--- src/rtl/alu_normalize.sv ---
// Leading-zero/leading-one counter with normalizing shift.
// Five-step binary search (16,8,4,2,1); fixed six-cycle cadence.
module alu_normalize (
  input  logic        clk,
  input  logic        reset,
  input  logic        start,
  input  logic        mode,
  input  logic [31:0] operand,
  output logic        busy,
  output logic        done,
  output logic [5:0]  count,
  output logic [31:0] norm
);

  typedef enum logic {
    S_IDLE,
    S_RUN
  } state_t;

  state_t      r_state;
  state_t      w_state_nx;
  logic        r_mode;
  logic [31:0] r_work;
  logic [4:0]  r_cnt;
  logic [2:0]  r_step;
  logic        r_done;
  logic [5:0]  r_count;
  logic [31:0] r_norm;

  logic        w_hit;
  logic [4:0]  w_k;
  logic [31:0] w_shift;
  logic [31:0] w_work_nx;
  logic [4:0]  w_cnt_nx;
  logic        w_last;
  logic        w_all;
  logic        w_accept;

  // One search step per cycle; r_step 0..4 selects k = 16..1
  always_comb begin
    w_hit   = 1'b0;
    w_k     = 5'd0;
    w_shift = r_work;
    unique case (r_step)
      3'd0: begin
        w_k     = 5'd16;
        w_hit   = (r_work[31:16] == {16{r_mode}});
        w_shift = {r_work[15:0], 16'h0000};
      end
      3'd1: begin
        w_k     = 5'd8;
        w_hit   = (r_work[31:24] == {8{r_mode}});
        w_shift = {r_work[23:0], 8'h00};
      end
      3'd2: begin
        w_k     = 5'd4;
        w_hit   = (r_work[31:28] == {4{r_mode}});
        w_shift = {r_work[27:0], 4'h0};
      end
      3'd3: begin
        w_k     = 5'd2;
        w_hit   = (r_work[31:30] == {2{r_mode}});
        w_shift = {r_work[29:0], 2'b00};
      end
      3'd4: begin
        w_k     = 5'd1;
        w_hit   = (r_work[31] == r_mode);
        w_shift = {r_work[30:0], 1'b0};
      end
      default: begin
        w_k     = 5'd0;
        w_hit   = 1'b0;
        w_shift = r_work;
      end
    endcase
  end

  // Step sum is at most 31, so the 5-bit accumulator cannot wrap
  assign w_work_nx = w_hit ? w_shift : r_work;
  assign w_cnt_nx  = w_hit ? (r_cnt + w_k) : r_cnt;
  assign w_last    = (r_state == S_RUN) && (r_step == 3'd4);
  assign w_all     = (w_work_nx[31] == r_mode);
  assign w_accept  = (r_state == S_IDLE) && start;

  always_comb begin
    w_state_nx = r_state;
    unique case (r_state)
      S_IDLE: if (start) w_state_nx = S_RUN;
      S_RUN:  if (r_step == 3'd4) w_state_nx = S_IDLE;
      default: w_state_nx = S_IDLE;
    endcase
  end

  always_ff @(posedge clk) begin
    if (reset) r_state <= S_IDLE;
    else       r_state <= w_state_nx;
  end

  always_ff @(posedge clk) begin
    if (reset) begin
      r_mode  <= 1'b0;
      r_work  <= 32'h0;
      r_cnt   <= 5'd0;
      r_step  <= 3'd0;
      r_done  <= 1'b0;
      r_count <= 6'd0;
      r_norm  <= 32'h0;
    end else begin
      r_done <= 1'b0;
      if (w_accept) begin
        r_mode <= mode;
        r_work <= operand;
        r_cnt  <= 5'd0;
        r_step <= 3'd0;
      end else if (r_state == S_RUN) begin
        r_work <= w_work_nx;
        r_cnt  <= w_cnt_nx;
        r_step <= r_step + 3'd1;
        if (w_last) begin
          r_done <= 1'b1;
          // Bit 31 still matching after all steps means all 32 bits matched
          if (w_all) begin
            r_count <= 6'd32;
            r_norm  <= 32'h0;
          end else begin
            r_count <= {1'b0, w_cnt_nx};
            r_norm  <= w_work_nx;
          end
        end
      end
    end
  end

  assign busy  = (r_state == S_RUN);
  assign done  = r_done;
  assign count = r_count;
  assign norm  = r_norm;

endmodule

--- config.mk ---
export PLATFORM = sky130hd
export DESIGN_NAME = alu_normalize
export DESIGN_NICKNAME = d
export VERILOG_FILES = /design/src/rtl/alu_normalize.sv
export SDC_FILE = /design/constraint.sdc
export NUM_CORES = 1
export LEC_CHECK = 0
export ABC_AREA = 1
export BUFFER_PORTS_ARGS = -buffer_cell sky130_fd_sc_hd__buf_2
export CORE_MARGIN = 2
export CORE_UTILIZATION = 40
export DETAILED_ROUTE_END_ITERATION = 10
export REMOVE_ABC_BUFFERS = 1
export SLEW_MARGIN = 20
export SYNTH_ARGS = -nofsm -noshare
export SYNTH_HDL_FRONTEND = slang
export SYNTH_SLANG_ARGS = --single-unit
--- constraint.sdc ---
create_clock -name clk -period 7.1 [get_ports clk]
set_input_delay 1.42 -clock clk [delete_from_list [all_inputs] [get_ports clk]]
set_output_delay 1.42 -clock clk [all_outputs]
set_load 0.005 [all_outputs]
==> Word-level counts from Yosys, hierarchy flattened <==
Index checks and enable logic that the tools add are counted.
{ "word_totals": {"ff_bits": 81, "latch_bits": 0, "ram_bits": 0, "mem_bits_ro": 0, "in_bits": 36, "n_memories": 0} }
{ "op_classes": {"addsub": 2, "n_mul": 0, "n_div": 0, "order_cmp": 0, "eq_ne": 10, "shift": 0, "mux": 13, "bitwise": 2, "n_reduce_logical": 7} }
{ "ops": {"columns": ["cell", "n"], "rows": [
  ["$pmux W32 S5", 1],
  ["$mux W32", 4],
  ["$pmux W5 S5", 1],
  ["$eq A16 B16 Y1", 1],
  ["$eq A8 B8 Y1", 1],
  ["$eq A3 B2 Y1 const B", 2],
  ["$mux W6", 1],
  ["$add A5 B5 Y5", 1],
  ["$mux W5", 1],
  ["$pmux W1 S5", 1],
  ["$eq A4 B4 Y1", 1],
  ["$add A3 B1 Y3 const B", 1],
  ["$eq A3 B1 Y1 const B", 1],
  ["$eq A3 B3 Y1 const B", 1],
  ["$logic_not A3 Y1", 1],
  ["$mux W1", 3],
  ["$reduce_and A3 Y1", 1],
  ["$reduce_or A3 Y1", 1],
  ["$eq A1 B1 Y1", 2],
  ["$eq A2 B2 Y1", 1],
  ["$logic_and A1 B1 Y1", 2],
  ["$not A1 Y1", 2],
  ["$pmux W1 S2", 1],
  ["$reduce_bool A2 Y1", 1],
  ["$reduce_or A2 Y1", 1]
]} }

==> Longest topological paths before layout <==
{ "depth": {"word_depth": 5, "mapped_depth": 20, "depth_no_buf": 17} }

==> Least setup slack after synthesis <==
No wires, ideal clock.
{ "synth_path": {"path_kind": "register to register", "startpoint": "register r_step[0]", "endpoint": "register r_norm[1] (netlist: norm[1])", "setup_ns": 0.059, "t_arrival_ns": 2.647, "required_time_ns": 7.041, "path_slack_ns": 4.394, "stages_incl_launch_ff": 17, "path_buffers": 3, "period_less_slack_ns": 2.706, "cell_sequence": "dfxtp_1 > ha_1 > ha_1 > buf_2 > inv_1 > clkbuf_1 > o22ai_1 > nor3_1 > nand3_1 > and2_1 > ha_1 > nor2_1 > nand2_1 > clkinv_1 > buf_2 > nand3_1 > nand2_1"} }
{ "synth_between": {"elab_chain_cells": 5, "word_cells_on_any_way": 12, "cone_classes": "eq/ne: 5; mux: 4; reduce/logical: 3"} }
{ "synth_lines": {"columns": ["item", "line", "text"], "rows": [
  ["from (decl)", "25", "logic [2:0] r_step;"],
  ["from (signal assigned)", "118", "r_step <= r_step + 3'd1;"],
  ["$eq A3 B3 Y1, or another cell as far along", "44", "unique case (r_step)"],
  ["$pmux W32 S5 / $pmux W1 S5 (equally long branches)", "44", null],
  ["$mux W32 *", "79", "assign w_work_nx = w_hit ? w_shift : r_work;"],
  ["$eq A1 B1 Y1 *", "82", "assign w_all = (w_work_nx[31] == r_mode);"],
  ["net w_all", "36", "logic w_all;"],
  ["$mux W32 *", "122", "if (w_all) begin"],
  ["to (signal assigned)", "127", "r_norm <= w_work_nx;"],
  ["to (decl)", "28", "logic [31:0] r_norm;"]
]} }
Mark *: on every way through the listed nets, which the timed path passes. The rest lies on a longest branch.
A chain may end at the register's enable or synchronous reset.

==> Final worst setup path <==
{ "layout_path": {"startpoint": "register r_step[0]", "endpoint": "register r_norm[17] (netlist: norm[17])"} }
The elaborated chain is that of the path after synthesis.

==> implementation parameters <==
Parameter                              Value

Outcome
  Result of the run    complete, no violations

Yosys
  Leading area contributor after synthesis    dfxtp_1
  Most instantiated flip-flop cell in the synthesis netlist    dfxtp_1
  Warning count from the yosys run    0
  Post-Synthesis Cell Area    5140 µm²
  Number of distinct library cells after synthesis    35
  Part of the Yosys area used for sequential elements    0.315
  Share of the synthesized area in the top cell type    0.315
  Average size of a mapped cell    6.53 µm²
  Number of standard cells after synthesis    787
  Area contributors post-synth    dfxtp_1 (32%), nand2_1 (13%), nand3_1 (10%)
  Proportion of register bits with asynchronous set or reset after synthesis    0
  Number of enable-type register cells in the synthesized netlist    0
  Number of storage elements in the synthesis netlist    81

Die
  Initial cell density of the core    0.409
  Vertical extent of the die    117 µm
  I/O pin total    76
  Number of placement rows    41
  CORE AREA    12600 µm²
  Die Outline Area    13800 µm²
  Width of the chip    117 µm

Clock network
  Post-cts gate resize count    0
  Clock latency on the worst-skew pair    0.35 ns
  Hold Buf Count CTS    0
  CTS clock-pin slew for the worst setup and hold paths    0.06 ns
  CTS tree    done
  CTS root buffer    clkbuf_16
  CTS buffer count    9
  Max Root-Sink Buffers    2
  CTS sink count    81
  Post-CTS repair timing setup buffer count    0
  Max H-tree Level    3

Timing
  Final setup violation count    0
  Post-route setup slack    3.35 ns
  Skew final    0.00862 ns
  Final clock period utilization by the worst path    0.528
  Setup repair after global routing missed its margin    no
  Transition time of the tightest slew-check pin    1.05 ns
  Final-report max-slew violation count    0
  Final Hold Vio Count    0
  Final TNS setup    0 ns
  Max-Slew Margin vs Limit    0.299
  Maximum clock frequency    0.267 GHz
  Final critical-path required period    3.75 ns

Finish
  Number of antenna cells inserted    0
  Share of the core filled with cells in the final layout    0.463
  Area delta synth->final    13.2%
  Share of post-route cells with drive strength above 1    0.191
  Final standard cell area without fillers    5820 µm²
  Final #Nets    878

Global route
  Largest net degree at the start of global routing    49
  Number of global-route vias before repair    5230
  Overall Global Routing Usage    0.231
  Final global-route overflow total    0
  Wire length of the first global-routing pass    26.2 mm
  Initial antenna violation count    0

Hold path
  Worst hold path type    reg2reg
  Min-Delay Path Depth    2
  Hold path startpoint    norm[17]
  Worst Hold End    norm[17]

Placed design
  Quantity of I/O buffers inserted on ports    75
  Total placed instance area    5520 µm²
  Place WS    2.82 ns
  Placer Congestion    0.892
  Post-DP HPWL    10.3 mm

Worst setup path
  CP Class    reg2reg
  Reg2Reg Setup Slack    3.35 ns
  Required time at the endpoint of the critical path    7.39 ns
  Crit path capture type    flop
  Depth of the worst register-to-register path    16
  Maximum net fanout on the critical path    37
  Worst endpoint data arrival time    4.04 ns
  Crit start category    flop
  Worst r2r dst    norm[17]
  Startpoint of the lowest-slack register-to-register path    r_step[0]

Job
  Number of maximum-capacitance violations    0

Routing
  Post-route antenna net violation count    0
  DRC violations left    0
  Post-detailed-route via-to-cell ratio    5.24
  Average routed wire per standard cell    15.7 µm
  DRT Pass-1 Iters    7
  First DRT Iteration DRCs    369
  Via count    5277
  Sum of routed wire length over all layers    15.8 mm

Pwr
  Power per Cell Area    206 nW/µm²
  Leakage    2.62 nW
  Max rail drop VDD    0.0971 mV
==> how the worst max path moves through the flow <==
stage                     cells after the start  slack, ns  endpoint      start
after floorplan                              13       2.99  norm[10]  r_step[1]
after global placement                       16       3.03  norm[14]  r_step[0]
after detailed placement                     16       2.82  norm[15]  r_step[0]
after CTS                                    16       2.81  norm[17]  r_step[0]
after global routing                         16       2.94  norm[24]  r_step[0]
final                                        16       3.35  norm[17]  r_step[0]
==> power breakdown <==
group	leakage, nW	internal (mW)	switching (mW)
clock network	0.149	0.274	0.191
logic	1.82	0.0731	0.167
registers	0.659	0.473	0.0212
total	2.62	0.820	0.380
==> state kept, by name, summed over array words and instances, names as in the netlist <==
signal	flops
r_cnt	5
r_mode	1
done	1
count	6
norm	32
busy	1
r_step	3
r_work	32
==> per-stage QoR <==
| stage | hold WS (ns) | total power [mW] | cells |
|---|---|---|---|
| final | 0.446 | 1.20 | 1008 |
| after global routing | 0.465 | 1.26 | 1008 |
| after CTS | 0.450 | 1.21 | 1008 |
| after detailed placement | 0.434 | 0.742 | 992 |
| after floorplan | 0.448 | 0.665 | 742 |
| after global placement | 0.435 | 0.738 | 992 |
==> Yosys cell counts (12+ instances only) <==
master	count
inv_1	99
a21oi_1	44
o22ai_1	16
nand3_1	103
nor2_1	43
buf_2	15
nand2_4	12
o21ai_0	61
clkbuf_1	23
nand2_1	183
dfxtp_1	81
nand2_2	20
==> worst max-delay path: stages (launching register included) <==
cell	delay [ns]
dfxtp_1	0.38
ha_1	0.20
ha_1	0.65
nand3_1	0.14
nand2_1	0.08
nand2_1	0.06
nand2_1	0.08
nor2_2	0.05
nand2_4	0.32
nand3_1	0.16
and2_1	0.20
ha_1	0.27
nor2_1	0.14
nand2_1	0.13
inv_2	0.54
nand3_1	0.18
nand2_1	0.08
==> cell type report <==
cell class / instances / area, µm²
clock inverter: 2 / 10.0
multi-input combinational: 554 / 2890
tap: 172 / 215
timing repair buffer: 78 / 398
inverter: 107 / 404
sequential: 81 / 1620
fill: 1341 / 6750
clock buffer: 14 / 284
==> cells by family after synthesis <==
family | share of synthesized area
xor+xnor | 0.00852
compound gates | 0.176
buf+inv | 0.123
flops | 0.315
simple gates | 0.348
fa+ha+maj | 0.0282
==> placed cells by master, fill, tap and decap left out, drive strengths merged, types with 2 or more instances in the layout <==
cell    count
nand2     215
xor2        4
ha         10
o22ai      16
o21ai      66
a221oi      7
nand3     113
inv       107
clkbuf     14
o211ai     11
dfxtp      81
nor3        3
a21oi      55
buf        78
clkinv      2
nor2       46
==> metal layers <==
layer,vias up,track usage,part of all wire
met5,-,0,0
met4,0,0.0851,0.019
met3,19,0.0370,0.049
met2,148,0.378,0.46
met1,2462,0.307,0.47
li1,2648,-,-
Note: power is estimated with default switching activity, not from simulation.
